### config.mk
export PLATFORM = sky130hd
export DESIGN_NAME = wts_timer_multi
export DESIGN_NICKNAME = d
export VERILOG_FILES = /design/src/rtl/wts_timer_pkg.sv /design/src/rtl/wts_timer_channel.sv /design/src/rtl/wts_timer_multi.sv
export SDC_FILE = /design/constraint.sdc
export NUM_CORES = 1
export LEC_CHECK = 0
export ABC_CLOCK_PERIOD_IN_PS = 5150
export BUFFER_PORTS_ARGS = -buffer_cell sky130_fd_sc_hd__buf_2
export CAP_MARGIN = 20
export CORE_MARGIN = 3
export CORE_UTILIZATION = 58
export CTS_BUF_LIST = sky130_fd_sc_hd__clkbuf_4
export CTS_CLUSTER_DIAMETER = 150
export DETAILED_ROUTE_END_ITERATION = 7
export MAX_ROUTING_LAYER = met4
export PLACE_DENSITY = 0.89
export SLEW_MARGIN = 20
export SYNTH_ARGS = -nofsm -noshare
export SYNTH_HDL_FRONTEND = slang
export SYNTH_SLANG_ARGS = --single-unit
### constraint.sdc
create_clock -name clk -period 5.15 [get_ports clk]
set_input_delay 0.7725 -clock clk [delete_from_list [all_inputs] [get_ports clk]]
set_output_delay 0.7725 -clock clk [all_outputs]
set_load 0.01 [all_outputs]
### src/rtl/wts_timer_pkg.sv
// Shared constants for the multi-channel sound-chip timer: channel modes and
// the layout of each channel's 8-bit status byte.
package wts_timer_pkg;

  localparam int STS_W        = 8;
  localparam int STS_PEND_N   = 7;
  localparam int STS_OVF      = 6;
  localparam int STS_ADDR_LSB = 0;

  typedef enum logic [1:0] {
    MODE_EVENT    = 2'b00,
    MODE_ONESHOT  = 2'b01,
    MODE_PERIODIC = 2'b10,
    MODE_OFF      = 2'b11
  } mode_e;

  function automatic logic is_countdown(input mode_e m);
    return (m == MODE_ONESHOT) || (m == MODE_PERIODIC);
  endfunction

endpackage

### src/rtl/wts_timer_channel.sv
// One timer channel: countdown counter with running flag, pending/overflow
// flags and captured wave address. Clear beats fire; load beats decrement.
module wts_timer_channel
  import wts_timer_pkg::*;
#(
  parameter int CNT_W  = 12,
  parameter int ADDR_W = 2
) (
  input  logic              clk,
  input  logic              nreset,
  input  logic              tick_i,
  input  logic              trigger_i,
  input  logic [ADDR_W-1:0] address_i,
  input  logic              enable_i,
  input  logic [1:0]        mode_i,
  input  logic [CNT_W-1:0]  reload_i,
  input  logic              load_i,
  input  logic              clear_i,
  output logic [STS_W-1:0]  status_o,
  output logic [CNT_W-1:0]  count_o,
  output logic              pending_n_o
);

  mode_e             mode;
  logic              fire;
  logic [CNT_W-1:0]  cnt_q, cnt_d;
  logic              run_q, run_d;
  logic              pend_n_q, pend_n_d;
  logic              ovf_q, ovf_d;
  logic [ADDR_W-1:0] addr_q, addr_d;

  assign mode = mode_e'(mode_i);

  always_comb begin
    cnt_d = cnt_q;
    run_d = run_q;
    fire  = 1'b0;
    // Load is a register write and takes effect regardless of mode/enable.
    if (load_i) begin
      cnt_d = reload_i;
      run_d = (reload_i != '0);
    end else if (enable_i && is_countdown(mode) && tick_i && run_q && (cnt_q != '0)) begin
      cnt_d = cnt_q - CNT_W'(1);
      if (cnt_q == CNT_W'(1)) begin
        fire = 1'b1;
        if (mode == MODE_PERIODIC) cnt_d = reload_i;
        else                       run_d = 1'b0;
      end
    end
    if (enable_i && (mode == MODE_EVENT) && trigger_i) fire = 1'b1;
  end

  always_comb begin
    pend_n_d = pend_n_q;
    ovf_d    = ovf_q;
    addr_d   = addr_q;
    if (clear_i) begin
      pend_n_d = 1'b1;
      ovf_d    = 1'b0;
    end else if (fire) begin
      ovf_d    = ovf_q | ~pend_n_q;
      pend_n_d = 1'b0;
      addr_d   = address_i;
    end
  end

  always_ff @(posedge clk or negedge nreset) begin
    if (!nreset) begin
      cnt_q    <= '0;
      run_q    <= 1'b0;
      pend_n_q <= 1'b1;
      ovf_q    <= 1'b0;
      addr_q   <= '0;
    end else begin
      cnt_q    <= cnt_d;
      run_q    <= run_d;
      pend_n_q <= pend_n_d;
      ovf_q    <= ovf_d;
      addr_q   <= addr_d;
    end
  end

  always_comb begin
    status_o                              = '0;
    status_o[STS_PEND_N]                  = pend_n_q;
    status_o[STS_OVF]                     = ovf_q;
    status_o[STS_ADDR_LSB +: ADDR_W]      = addr_q;
  end

  assign count_o     = cnt_q;
  assign pending_n_o = pend_n_q;

endmodule

### src/rtl/wts_timer_multi.sv
// NUM_CH-channel timer/interrupt block with a single active-low interrupt.
// Optional per-channel interrupt mask enabled by defining WTS_TIMER_MASK_EN.
module wts_timer_multi
  import wts_timer_pkg::*;
#(
  parameter int NUM_CH = 2,
  parameter int CNT_W  = 12,
  parameter int ADDR_W = 2
) (
  input  logic                    clk,
  input  logic                    nreset,
  input  logic                    tick,
  input  logic [NUM_CH-1:0]       event_trigger,
  input  logic [NUM_CH*ADDR_W-1:0] event_address,
  input  logic [NUM_CH-1:0]       reg_enable,
  input  logic [2*NUM_CH-1:0]     reg_mode,
  input  logic [NUM_CH*CNT_W-1:0] reg_reload,
  input  logic [NUM_CH-1:0]       reg_load,
  input  logic [NUM_CH-1:0]       reg_clear,
`ifdef WTS_TIMER_MASK_EN
  input  logic [NUM_CH-1:0]       reg_int_mask,
`endif
  output logic [STS_W*NUM_CH-1:0] status,
  output logic [NUM_CH*CNT_W-1:0] count,
  output logic                    nint
);

  logic [NUM_CH-1:0] pend_n;

  for (genvar i = 0; i < NUM_CH; i++) begin : g_ch
    wts_timer_channel #(
      .CNT_W  (CNT_W),
      .ADDR_W (ADDR_W)
    ) u_ch (
      .clk         (clk),
      .nreset      (nreset),
      .tick_i      (tick),
      .trigger_i   (event_trigger[i]),
      .address_i   (event_address[i*ADDR_W +: ADDR_W]),
      .enable_i    (reg_enable[i]),
      .mode_i      (reg_mode[2*i +: 2]),
      .reload_i    (reg_reload[i*CNT_W +: CNT_W]),
      .load_i      (reg_load[i]),
      .clear_i     (reg_clear[i]),
      .status_o    (status[i*STS_W +: STS_W]),
      .count_o     (count[i*CNT_W +: CNT_W]),
      .pending_n_o (pend_n[i])
    );
  end

  // Pending flags are flops, so the reduction is glitch-free; the mask is a
  // static register level and gates the reduction directly.
`ifdef WTS_TIMER_MASK_EN
  assign nint = &(pend_n | reg_int_mask);
`else
  assign nint = &pend_n;
`endif

endmodule

==> impl_results.md, run 1 <==
- CTS root buffer: clkbuf_4
- Core Area: 0.00447 mm^2
- Yosys top cell area share: 0.290
- Via count: 2,820
- CTS HTree Levels: 2
- Commonest non-fill, non-tap cells in the layout: 75 x buf_2, 32 x dfrtp_1, 22 x inv_1
- Initial antenna violation count: 0
- Die X: between 70 and 80 um
- EDFF count, synth: 0
- Via-to-Cell Ratio: 6.56
- Met3 wire len: about 620 um
- Die Ht: 75.0 um
- CTS tree: yes
- Synth warnings: 0
- Top post-synthesis cells by area: dfrtp_1 29%, ha_1 4.5%, buf_4 3.5%
- Slew margin rel.: 0.429
- Critical Path Source Type: register
- Final Hold Fails: 0
- Setup bufs post-CTS: 0
- Total length of routed met2 wires: 3.35 mm
- Commonest non-fill, non-tap cell in the layout: buf_2
- Max Slew Vio Count: 0
- Worst-path clk slew: 0.12 ns
- Port buffer count: 75
- Crit path DAT: 2.62 ns
- Area Growth Syn to Fin: 13.7%
- Critical Path RT: 5.42 ns
- Measured slew at the worst slew-check pin: 0.853 ns
- Clock buffer count from CTS: 5
- First-pass GRT wire length: 11.5 mm
- Maximum vdd drop: 0.162 mV
- Post-Synthesis Cell Area: 0.00276 mm^2
- Max clock buf depth: 2
- Ys async rst share: 1.00
- Distinct cells, synth: ~60
- Post-Syn Area per Cell: 8.84 um^2
- Die ar.: about 0.0056 mm^2
- # IOs: 84
- Largest net degree at the start of global routing: 35
- Routability cong.: 0.941
- Total grt overflow: 0
- DP Area: 0.00308 mm^2
- Kind of critical path: reg2reg
- R2R depth: 4
- Status: finished, final reports clean
- Cell taking the most area after synthesis: dfrtp_1
- Total GRT Usage: 0.271
- Worst hold path type: in2async
- Final setup fails: 0
- Seq cells post-synth: 34
- Clk_skew: 0.0110 ns
- Routed metal-1 wire length: 3.31 mm
- Register area share after synthesis: 0.309
- Detailed-route DRC error count: 0
- Fmax: approximately 430 MHz
- Fin nets: 430
- Setup TNS: 0 ns
- Max_cap viols: 0
- Cells resized by post-CTS repair: 0
- Site row count: 24
- Antenna diodes: 0
- First-pass DRT Iterations: 5
- PwrDens: 268 mW/mm^2
- RSZ-0062 raised after global routing: no
- Ys flop type: dfrtp_1
- Wirelength, routed: 7.35 mm
- Number of hold buffers added after cts: 0
- Period minus WS final: 2.35 ns
- Final HPWL DP: roughly 5.4 mm
- Clk sinks: 34
- Critical Path Fanout Max: 14
- Layout cells sized above 1: 0.267
- Starting Density: 0.616
- Drt wl/cell: 17.1 um
- Post-synthesis instance total: roughly 310
- Worst-Skew Late Latency: ~0.36 ns
- Final antenna-violating net count: 0
- Starting DRT DRC Count: between 200 and 300
- Period utilisation layout: 0.457
- Vias in the first global route: 2,520
- Pleak: about 1.3 nW
- Post-route cell area: approximately 0.0031 mm^2
- Highest Signal Layer: met4
- CP endpoint kind: register
## cell type report
cell class	count	area [um^2]
clock inverter	2	8.76
inverter	22	82.6
fill	365	1340
timing repair buffer	76	383
tap	52	65.1
multi-input combinational	238	1700
clock buffer	6	45.0
sequential	34	853
## path summary, 6_finish.rpt
check	startpoint	slack, ns	end
worst max register to register	g_ch[0].u_ch.count_o[8]$_DFFE_PN0P_	2.80	g_ch[0].u_ch.count_o[3]$_DFFE_PN0P_
min in group clk	g_ch[0].u_ch.ovf_q$_DFFE_PN0P_	0.55	g_ch[0].u_ch.ovf_q$_DFFE_PN0P_
worst min-delay path	nreset	0.47	g_ch[1].u_ch.count_o[10]$_DFFE_PN0P_
max in group asynchronous	nreset	4.18	g_ch[0].u_ch.count_o[3]$_DFFE_PN0P_
worst min register to register	g_ch[0].u_ch.ovf_q$_DFFE_PN0P_	0.55	g_ch[0].u_ch.ovf_q$_DFFE_PN0P_
worst max-delay path	g_ch[0].u_ch.count_o[8]$_DFFE_PN0P_	2.80	g_ch[0].u_ch.count_o[3]$_DFFE_PN0P_
## power by group
part | internal, W | switching [W] | total (W)
sequential | 0.000305 | 0.0000796 | 0.000385
combinational | 0.000126 | 0.000174 | 0.000300
clock | 0.0000565 | 0.000101 | 0.000158
## metrics by stage
step	total power, W	instances	hold WS (ns)	setup slack [ns]	util
finish	0.000842	430	0.471	2.80	0.701
CTS	0.000838	430	0.501	2.83	0.701
floorplan	0.000572	319	0.477	2.91	-
global placement	0.000673	422	0.521	2.54	0.689
detailed placement	0.000683	422	0.534	2.50	0.689
global route	0.000890	430	0.526	2.69	0.701
## flip-flops by register name, indices dropped and copies added (netlist names)
signal,flops
g_ch.u_ch.pending_n_o,2
g_ch.u_ch.addr_q,4
g_ch.u_ch.ovf_q,2
g_ch.u_ch.run_q,2
g_ch.u_ch.count_o,24
## logic make-up after synthesis
group / after synthesis / synth area share
other: 1 / 0.00136
multiplexers: 10 / 0.0368
adder cells (fa/ha/maj): 10 / 0.0454
AO/OA/AOI/OAI: 85 / 0.236
AND/OR/NAND/NOR: 125 / 0.287
flip-flops: 34 / 0.309
buffers and inverters: 47 / 0.0839
## metal layers
metal  up-vias  global-route usage
li1       1344                   -
met3        10              0.0654
met1      1320               0.364
met5         -                   -
met4         0               0.107
met2       146               0.392
## worst max-delay path, cell delays in order (launching register included)
cell and delay [ns]:
dfrtp_1 0.50, nor4_4 0.58, nand4_2 0.48, and2_0 0.42, a211oi_1 0.26
## synth_stat cells (all sizes together), types with 4 or more instances
cell type	instances
dfrtp	32
inv	22
buf	18
nor4	16
nor3	15
nand3	13
nand4	13
nor2	13
ha	10
o211ai	10
o21ai	10
and3	9
mux2i	9
nand2	9
a211oi	8
nor3b	8
a21oi	7
a22oi	7
a31oi	7
clkbuf	7
a41oi	6
and2	4
and4	4
o2bb2ai	4
or3	4
or4	4
(Power assumes the default switching activity.)
==> run 2: changes to the inputs <==
--- a/config.mk
+++ b/config.mk
@@ -5,16 +5,17 @@
 export SDC_FILE = /design/constraint.sdc
 export NUM_CORES = 1
 export LEC_CHECK = 0
-export ABC_CLOCK_PERIOD_IN_PS = 5150
+export ABC_AREA = 1
+export ABC_CLOCK_PERIOD_IN_PS = 2450
 export BUFFER_PORTS_ARGS = -buffer_cell sky130_fd_sc_hd__buf_2
 export CAP_MARGIN = 20
 export CORE_MARGIN = 3
-export CORE_UTILIZATION = 58
+export CORE_UTILIZATION = 53
 export CTS_BUF_LIST = sky130_fd_sc_hd__clkbuf_4
 export CTS_CLUSTER_DIAMETER = 150
 export DETAILED_ROUTE_END_ITERATION = 7
 export MAX_ROUTING_LAYER = met4
-export PLACE_DENSITY = 0.89
+export PLACE_DENSITY = 0.83
 export SLEW_MARGIN = 20
 export SYNTH_ARGS = -nofsm -noshare
 export SYNTH_HDL_FRONTEND = slang
==> constraint.sdc (replaced) <==
create_clock -name clk -period 2.45 [get_ports clk]
set_input_delay 0.3675 -clock clk [delete_from_list [all_inputs] [get_ports clk]]
set_output_delay 0.3675 -clock clk [all_outputs]
set_load 0.01 [all_outputs]
==> run 2 against run 1 <==
Cell area shrank 7.6%; non-clock buffer count shrank 1; sequential power up 95%; via count fell by 12%; worst setup slack got worse by 2.2 ns; routed wire length shrank 19%; flip-flop and latch count did not move; clock skew fell by 0.0021 ns; critical path type unchanged; largest power group unchanged.
==> impl_results.md, run 2 <==
- Status: finished, final reports clean
- Maximum vdd drop: 0.261 mV (+61%)
- Cell taking the most area after synthesis: dfrtp_1
- Commonest non-fill, non-tap cells in the layout: 101 x nand2_1, 75 x buf_2, 43 x inv_1
- Drt wl/cell: 12.3 um (-28%)
- Total GRT Usage: 0.222 (-0.0483)
- Pleak: 1.60 nW (+19%)
- Placed insts: 473 (+12%)
- Antenna diodes: 0 (unchanged)
- Port buffer count: 75 (unchanged)
- RSZ-0062 raised after global routing: no
- Clock buffer count from CTS: 5 (unchanged)
- GRT Max-Usage Layer: met2
- Site row count: 24 (unchanged)
- Fill cells: 417 (+14%)
- Distinct cells, synth: 33 (-46%)
- Post-Syn Area per Cell: 7.09 um^2 (-20%)
- Critical Path RT: 2.73 ns (-2.69 ns)
- Synth cell count leaders: 101 x nand2_1, 43 x inv_1, 35 x nor2_1
- Critical Path Source Type: register
- First-pass DRT Iterations: 4 (-1)
- Met2 Track Usage GR: 0.354 (-0.0377)
- CTS tree: yes
- Worst Setup EP: g_ch[0].u_ch.count_o[8]$_DFFE_PN0P_
- DP Area: 0.00285 mm^2 (-7.7%)
- Seq pwr share: 0.460 (+0.003)
- Synth warnings: 0 (unchanged)
- Critical path's top delay family: simple AND/OR/NAND/NOR gates
- Detailed-route DRC error count: 0 (unchanged)
- Worst-path clk slew: 0.12 ns (about the same)
- Top post-synthesis cells by area: dfrtp_1 32%, nand2_1 15%, inv_1 6.4%
- Seq cells post-synth: 34 (unchanged)
- Clk_skew: 0.00887 ns (-0.00214 ns)
- Critical-path cell list: inv_1 -> ha_1 -> nor3b_1 -> nand3_1 -> nand2_2 -> inv_2 -> nand2_1 -> nand2_1 -> o21ai_1
- Crit path depth: 9 (+5)
- Die X: 75.1 um (+0.23%)
- Register-to-register setup slack: 0.57 ns (-2.23 ns)
- Max stage delay on crit path: 0.39 ns (-0.19 ns)
- CP endpoint kind: register
- CTS root buffer: clkbuf_4
- Critical path buffers and inverters: 2 (+2)
- EDFF count, synth: 0 (unchanged)
- Met1 Usage GRT: 0.287 (-0.0768)
- Post-route insts no fill: 481 (+12%)
- Clk sinks: 34 (unchanged)
- Net Sw Frac: 0.402 (-0.0194)
- Post-synthesis instance total: 357 (+14%)
- Psw: 0.000654 W (+85%)
- Post-Synthesis Cell Area: 0.00253 mm^2 (-8.2%)
- Critical Path Fanout Max: 14 (unchanged)
- FF-to-FF Start: g_ch[0].u_ch.count_o[1]$_DFFE_PN0P_
- Commonest non-fill, non-tap cell in the layout: nand2_1
- Worst-Skew Late Latency: 0.35 ns (about the same)
- Routability cong.: 0.885 (-6.0%)
- Hold_ws: 0.0830 ns (-0.388 ns)
- Yosys top cell area share: 0.316 (+0.0258)
- Register area share after synthesis: 0.337 (+0.0275)
- Fin nets: 481 (+12%)
- Slew margin rel.: 0.472 (+0.0431)
- Crit path DAT: 2.17 ns (-0.45 ns)
- Comb pwr share: 0.348 (-0.008)
- Worst setup path start: g_ch[0].u_ch.count_o[1]$_DFFE_PN0P_
- Reg2reg end: g_ch[0].u_ch.count_o[8]$_DFFE_PN0P_
- Pre-CTS setup slack: 0.606 ns (-1.89 ns)
- Via-to-Cell Ratio: 5.14 (-22%)
- GR Layer Usage met3: 0.0334 (-0.0320)
- Total grt overflow: 0 (unchanged)
- Layout cells sized above 1: 0.256 (-0.0108)
- Clock share of power: 0.193 (+0.006)
- R2R depth: 9 (+5)
- Worst hold path type: in2async
- Setup TNS: 0 ns (unchanged)
- Max reg flops: 24 (unchanged)
- Number of hold buffers added after cts: 0 (unchanged)
- Max Slew Vio Count: 0 (unchanged)
- Starting DRT DRC Count: 166 (-38%)
- Wirelength, routed: 5.92 mm (-19%)
- Most frequent cell after synthesis: nand2_1
- Ys async rst share: 1.00 (unchanged)
- Via count: 2,470 (-12%)
- Final antenna-violating net count: 0 (unchanged)
- Ys flop type: dfrtp_1
- CTS HTree Levels: 2 (unchanged)
- Max clock buf depth: 2 (unchanged)
- Pint: 0.000975 W (+100%)
- Cells resized by post-CTS repair: 0 (unchanged)
- Cell repeated most along the worst path: nand2_1
- Kind of critical path: reg2reg
- Core Area: 0.00447 mm^2 (unchanged)
- Max stage delay cell, worst path: dfrtp_1
- Post-route cell area: 0.00290 mm^2 (-7.6%)
- Period minus WS final: 1.88 ns (-0.469 ns)
- Area Growth Syn to Fin: 14.5%
- Measured slew at the worst slew-check pin: 0.792 ns (-0.0606 ns)
- Die ar.: 0.00564 mm^2 (+0.45%)
- Vias in the first global route: 2,111 (-16%)
- Final Hold Fails: 0 (unchanged)
- Final HPWL DP: 4.62 mm (-15%)
- Slack of the critical path: 0.566 ns (-2.23 ns)
- Fmax: 531 MHz (+25%)
- Largest net degree at the start of global routing: 35 (unchanged)
- Final setup fails: 0 (unchanged)
- Max_cap viols: 0 (unchanged)
- # IOs: 84 (unchanged)
- Period utilisation layout: 0.769 (+0.312)
- Initial antenna violation count: 0 (unchanged)
- Setup bufs post-CTS: 0 (unchanged)
- Starting Density: 0.566 (-0.0503)
- Die Ht: 75.1 um (+0.23%)
- First-pass GRT wire length: 9.35 mm (-19%)
- PwrDens: 562 mW/mm^2 (+110%)
run 2: cell types whose count changed after synthesis, moves of 8 or more:
| cell | previous run | this run |
|---|---|---|
| o21ai_1 | 0 | 20 |
| o211ai_1 | 10 | 2 |
| inv_1 | 22 | 43 |
| nand2_1 | 9 | 101 |
| mux2i_1 | 9 | 0 |
| nand4_1 | 12 | 4 |
| xor2_1 | 0 | 9 |
| nand3_1 | 12 | 28 |
| a211oi_1 | 8 | 0 |
| nor2_1 | 13 | 35 |
| nor3_1 | 14 | 1 |
run 2: kinds of logic after synthesis:
kind of cell,count (synthesis),synth area share
compound gates,38,0.0855
xor+xnor,12,0.0415
flops,34,0.337
buf+inv,65,0.130
fa+ha+maj,10,0.0494
other cells,1,0.00148
simple gates,197,0.355
run 2: power by group through the flow:
stage | Sequential [W] | Combinational, W | Clock [W]
4_1_cts | 0.000749 | 0.000570 | 0.000322
3_3_place_gp | 0.000757 | 0.000553 | 0
5_1_grt | 0.000763 | 0.000647 | 0.000346
3_5_place_dp | 0.000760 | 0.000567 | 0
2_1_floorplan | 0.000779 | 0.000351 | 0
6_report | 0.000749 | 0.000567 | 0.000314
run 2: layout make-up:
type / instances / area, um^2 / area share
clock buffer: 5 / 37.5 / 0.0129
tap: 52 / 65.1 / 0.0224
multi-input combinational: 265 / 1380 / 0.474
sequential: 34 / 853 / 0.294
clock inverter: 3 / 16.3 / 0.00561
inverter: 47 / 176 / 0.0609
timing repair buffer: 75 / 375 / 0.129
run 2: metal layers:
layer	vias to the layer above	share of wire
li1	1254	-
met1	1124	0.42
met2	82	0.50
met3	10	0.064
met4	0	0.013
met5	-	0
run 2: worst min-delay path by stage:
stage / from / cells after the start / endpoint
after global routing: nreset / 1 / g_ch[1].u_ch.count_o[7]$_DFFE_PN0P_
after global placement: g_ch[1].u_ch.addr_q[0]$_DFFE_PN0P_ / 2 / g_ch[1].u_ch.addr_q[0]$_DFFE_PN0P_
final: nreset / 1 / g_ch[1].u_ch.count_o[7]$_DFFE_PN0P_
after floorplan: nreset / 0 / g_ch[0].u_ch.addr_q[0]$_DFFE_PN0P_
after CTS: nreset / 1 / g_ch[1].u_ch.count_o[7]$_DFFE_PN0P_
after detailed placement: g_ch[0].u_ch.addr_q[0]$_DFFE_PN0P_ / 2 / g_ch[0].u_ch.addr_q[0]$_DFFE_PN0P_
run 2: stage by stage:
| step | utilization | power [W] |
|---|---|---|
| after floorplan | - | 0.00113 |
| after global placement | 0.636 | 0.00131 |
| after detailed placement | 0.636 | 0.00133 |
| after CTS | 0.648 | 0.00164 |
| after global routing | 0.648 | 0.00176 |
| final | 0.648 | 0.00163 |
run 2: worst register-to-register path, stage by stage, from the launching register on:
cell	delay, ns
dfrtp_1	0.39
inv_1	0.16
ha_1	0.17
nor3b_1	0.29
nand3_1	0.14
nand2_2	0.25
inv_2	0.18
nand2_1	0.10
nand2_1	0.05
o21ai_1	0.12
==> run 3: changes to the inputs <==
--- a/config.mk
+++ b/config.mk
@@ -5,17 +5,17 @@
 export SDC_FILE = /design/constraint.sdc
 export NUM_CORES = 1
 export LEC_CHECK = 0
-export ABC_AREA = 1
-export ABC_CLOCK_PERIOD_IN_PS = 2450
+export ABC_AREA = 0
+export ABC_CLOCK_PERIOD_IN_PS = 1710
 export BUFFER_PORTS_ARGS = -buffer_cell sky130_fd_sc_hd__buf_2
 export CAP_MARGIN = 20
 export CORE_MARGIN = 3
-export CORE_UTILIZATION = 53
+export CORE_UTILIZATION = 48
 export CTS_BUF_LIST = sky130_fd_sc_hd__clkbuf_4
 export CTS_CLUSTER_DIAMETER = 150
 export DETAILED_ROUTE_END_ITERATION = 7
 export MAX_ROUTING_LAYER = met4
-export PLACE_DENSITY = 0.83
+export PLACE_DENSITY = 0.78
 export SLEW_MARGIN = 20
 export SYNTH_ARGS = -nofsm -noshare
 export SYNTH_HDL_FRONTEND = slang
==> constraint.sdc (replaced) <==
create_clock -name clk -period 1.71 [get_ports clk]
set_input_delay 0.2565 -clock clk [delete_from_list [all_inputs] [get_ports clk]]
set_output_delay 0.2565 -clock clk [all_outputs]
set_load 0.01 [all_outputs]
==> run 3 against run 2 <==
The run now ends with negative setup slack left; register-to-register slack worse by 0.74 ns; sequential share of layout area fell by 10 points; sequential power grew 47%; final cell count rose by 14%; critical path depth shrank 3; first-iteration DRC count rose to 2.5 times the previous value; worst setup slack lost 0.74 ns; global-route usage grew 10 points; clock power grew 59%; critical endpoint is now g_ch[1].u_ch.count_o[10]$_DFFE_PN0P_; largest power group is now combinational logic.
==> impl_results.md, run 3 (synthesized netlist as in run 1, its figures left out) <==
- Vias in the first global route: 3,200 (+52%)
- Commonest non-fill, non-tap cell in the layout: buf_4
- Fin nets: 532 (+11%)
- Clock share of power: 0.142 (-0.051)
- Drt wl/cell: 21.7 um (+76%)
- Placed insts: 521 (+10%)
- # IOs: 84 (unchanged)
- Area Growth Syn to Fin: 63.2%
- Antenna diodes: 0 (unchanged)
- RSZ-0062 raised after global routing: yes
- Fill cells: 276 (-34%)
- CTS HTree Levels: 2 (unchanged)
- Routability cong.: 0.980 (+11%)
- Die X: 81.8 um (+8.9%)
- Initial antenna violation count: 0 (unchanged)
- Comb pwr share: 0.545 (+0.197)
- Starting Density: 0.517 (-0.0491)
- Final setup fails: 29 (+29)
- Starting DRT DRC Count: 420 (+150%)
- First-pass DRT Iterations: 6 (+2)
- Setup TNS: -1.96 ns (-1.96 ns)
- Total grt overflow: 0 (unchanged)
- Port buffer count: 75 (unchanged)
- Clk_skew: 0.0212 ns (+0.0124 ns)
- Clock buffer count from CTS: 5 (unchanged)
- Max_cap viols: 0 (unchanged)
- Met2 Track Usage GR: 0.499 (+0.145)
- FF-to-FF Start: g_ch[1].u_ch.count_o[0]$_DFFE_PN0P_
- Period minus WS final: 1.88 ns (+0.000727 ns)
- Via count: 3,700 (+50%)
- Die ar.: 0.00669 mm^2 (+19%)
- Slack of the critical path: -0.175 ns (-0.741 ns)
- R2R depth: 6 (-3)
- Worst hold path type: in2reg
- Post-route insts no fill: 550 (+14%)
- CTS root buffer: clkbuf_4
- Total GRT Usage: 0.325 (+0.103)
- Fmax: 531 MHz (about the same)
- Worst-Skew Late Latency: 0.38 ns (+0.03 ns)
- Kind of critical path: reg2reg
- Site row count: 26 (+8.3%)
- Period utilisation layout: 1.10 (+0.333)
- Critical Path RT: 1.98 ns (-0.75 ns)
- Clk sinks: 34 (unchanged)
- Pint: 0.00200 W (+100%)
- Pre-CTS setup slack: -0.151 ns (-0.757 ns)
- Layout cells sized above 1: 0.560 (+0.304)
- Worst setup path start: g_ch[1].u_ch.count_o[0]$_DFFE_PN0P_
- Psw: 0.00152 W (+130%)
- Max reg flops: 24 (unchanged)
- Core Area: 0.00534 mm^2 (+19%)
- Net Sw Frac: 0.432 (+0.0305)
- Critical Path Fanout Max: 4 (-10)
- Commonest non-fill, non-tap cells in the layout: 82 x buf_4, 76 x buf_2, 25 x dfrtp_1
- Maximum vdd drop: 0.713 mV (+170%)
- Max Slew Vio Count: 0 (unchanged)
- Final antenna-violating net count: 0 (unchanged)
- GRT Max-Usage Layer: met2
- Final Hold Fails: 0 (unchanged)
- Status: finished, violations left
- Max clock buf depth: 2 (unchanged)
- Wirelength, routed: 11.9 mm (+100%)
- Pleak: 1.93 nW (+21%)
- PwrDens: 781 mW/mm^2 (+39%)
- Seq pwr share: 0.313 (-0.147)
- Largest net degree at the start of global routing: 35 (unchanged)
- Final HPWL DP: 7.02 mm (+52%)
- Reg2reg end: g_ch[1].u_ch.count_o[10]$_DFFE_PN0P_
- Via-to-Cell Ratio: 6.73 (+31%)
- Worst Setup EP: g_ch[1].u_ch.count_o[10]$_DFFE_PN0P_
- Detailed-route DRC error count: 0 (unchanged)
- CP endpoint kind: register
- Crit path DAT: 2.16 ns (about the same)
- First-pass GRT wire length: 16.2 mm (+74%)
- Die Ht: 81.8 um (+8.9%)
- Critical Path Source Type: register
- Failing checks: negative setup slack
- Worst-path clk slew: 0.14 ns (+0.02 ns)
- Register-to-register setup slack: -0.17 ns (-0.74 ns)
- GR Layer Usage met3: 0.0570 (+0.0236)
- CTS tree: yes
- Met1 Usage GRT: 0.434 (+0.147)
[run 3: repair_timing]
| action | CTS | global route |
|---|---|---|
| pin swaps | 12 | 30 |
| buffers inserted | 7 | 10 |
| resized for setup | 41 | 49 |
| gates cloned | 1 | 3 |
| hold endpoints to repair | 32 | 0 |
| setup endpoints to repair | 32 | 34 |
| hold buffers | 1 | 0 |
[run 3: layout make-up]
cell class | count | area [um^2] | area share
inverters | 22 | 82.6 | 0.0183
repair buffers | 177 | 1240 | 0.276
clock buffers | 6 | 45.0 | 0.0100
flip-flops and latches | 34 | 862 | 0.192
well taps | 70 | 87.6 | 0.0195
clock inverters | 2 | 8.76 | 0.00195
multi-input cells | 239 | 2170 | 0.482
[run 3: critical path: stages, from the launching register on]
cell and delay [ns]:
dfrtp_2 0.48, ha_4 0.19, and3b_2 0.23, a41oi_4 0.24, buf_4 0.17, mux2_4 0.28
o22a_1 0.19
[run 3: power groups by stage]
| stage | clock [W] | sequential (W) | combinational, W |
|---|---|---|---|
| 6_report | 0.000499 | 0.00110 | 0.00192 |
| 5_1_grt | 0.000542 | 0.00111 | 0.00202 |
| 4_1_cts | 0.000481 | 0.00107 | 0.00161 |
| 3_5_place_dp | 0 | 0.00108 | 0.00147 |
| 3_3_place_gp | 0 | 0.00107 | 0.00143 |
| 2_1_floorplan | 0 | 0.00117 | 0.000627 |
[run 3: how the worst min path moves through the flow]
stage | end | cells after the start | startpoint | slack [ns]
3_5_place_dp | g_ch[1].u_ch.ovf_q$_DFFE_PN0P_ | 2 | nreset | 0.33
2_1_floorplan | g_ch[0].u_ch.addr_q[0]$_DFFE_PN0P_ | 0 | nreset | -0.04
6_report | g_ch[0].u_ch.addr_q[1]$_DFFE_PN0P_ | 3 | event_address[1] | 0.14
5_1_grt | g_ch[0].u_ch.addr_q[0]$_DFFE_PN0P_ | 3 | event_address[0] | 0.15
4_1_cts | g_ch[0].u_ch.addr_q[1]$_DFFE_PN0P_ | 3 | event_address[1] | 0.16
3_3_place_gp | g_ch[1].u_ch.addr_q[1]$_DFFE_PN0P_ | 2 | nreset | 0.33
[run 3: per-stage QoR]
| stage | hold WS, ns | area, um^2 | total power (W) | utilization |
|---|---|---|---|---|
| floorplan | -0.0391 | 2930 | 0.00180 | - |
| global placement | 0.325 | 3830 | 0.00250 | 0.717 |
| detailed placement | 0.327 | 3830 | 0.00255 | 0.717 |
| CTS | 0.162 | 4120 | 0.00316 | 0.773 |
| global route | 0.152 | 4500 | 0.00367 | 0.844 |
| finish | 0.141 | 4500 | 0.00352 | 0.844 |
[run 3: routing by layer]
metal / vias to the layer above / share of wire
met2: 317 / 0.46
met3: 70 / 0.12
met4: 0 / 0.044
met1: 1754 / 0.38
met5: - / 0
li1: 1559 / -
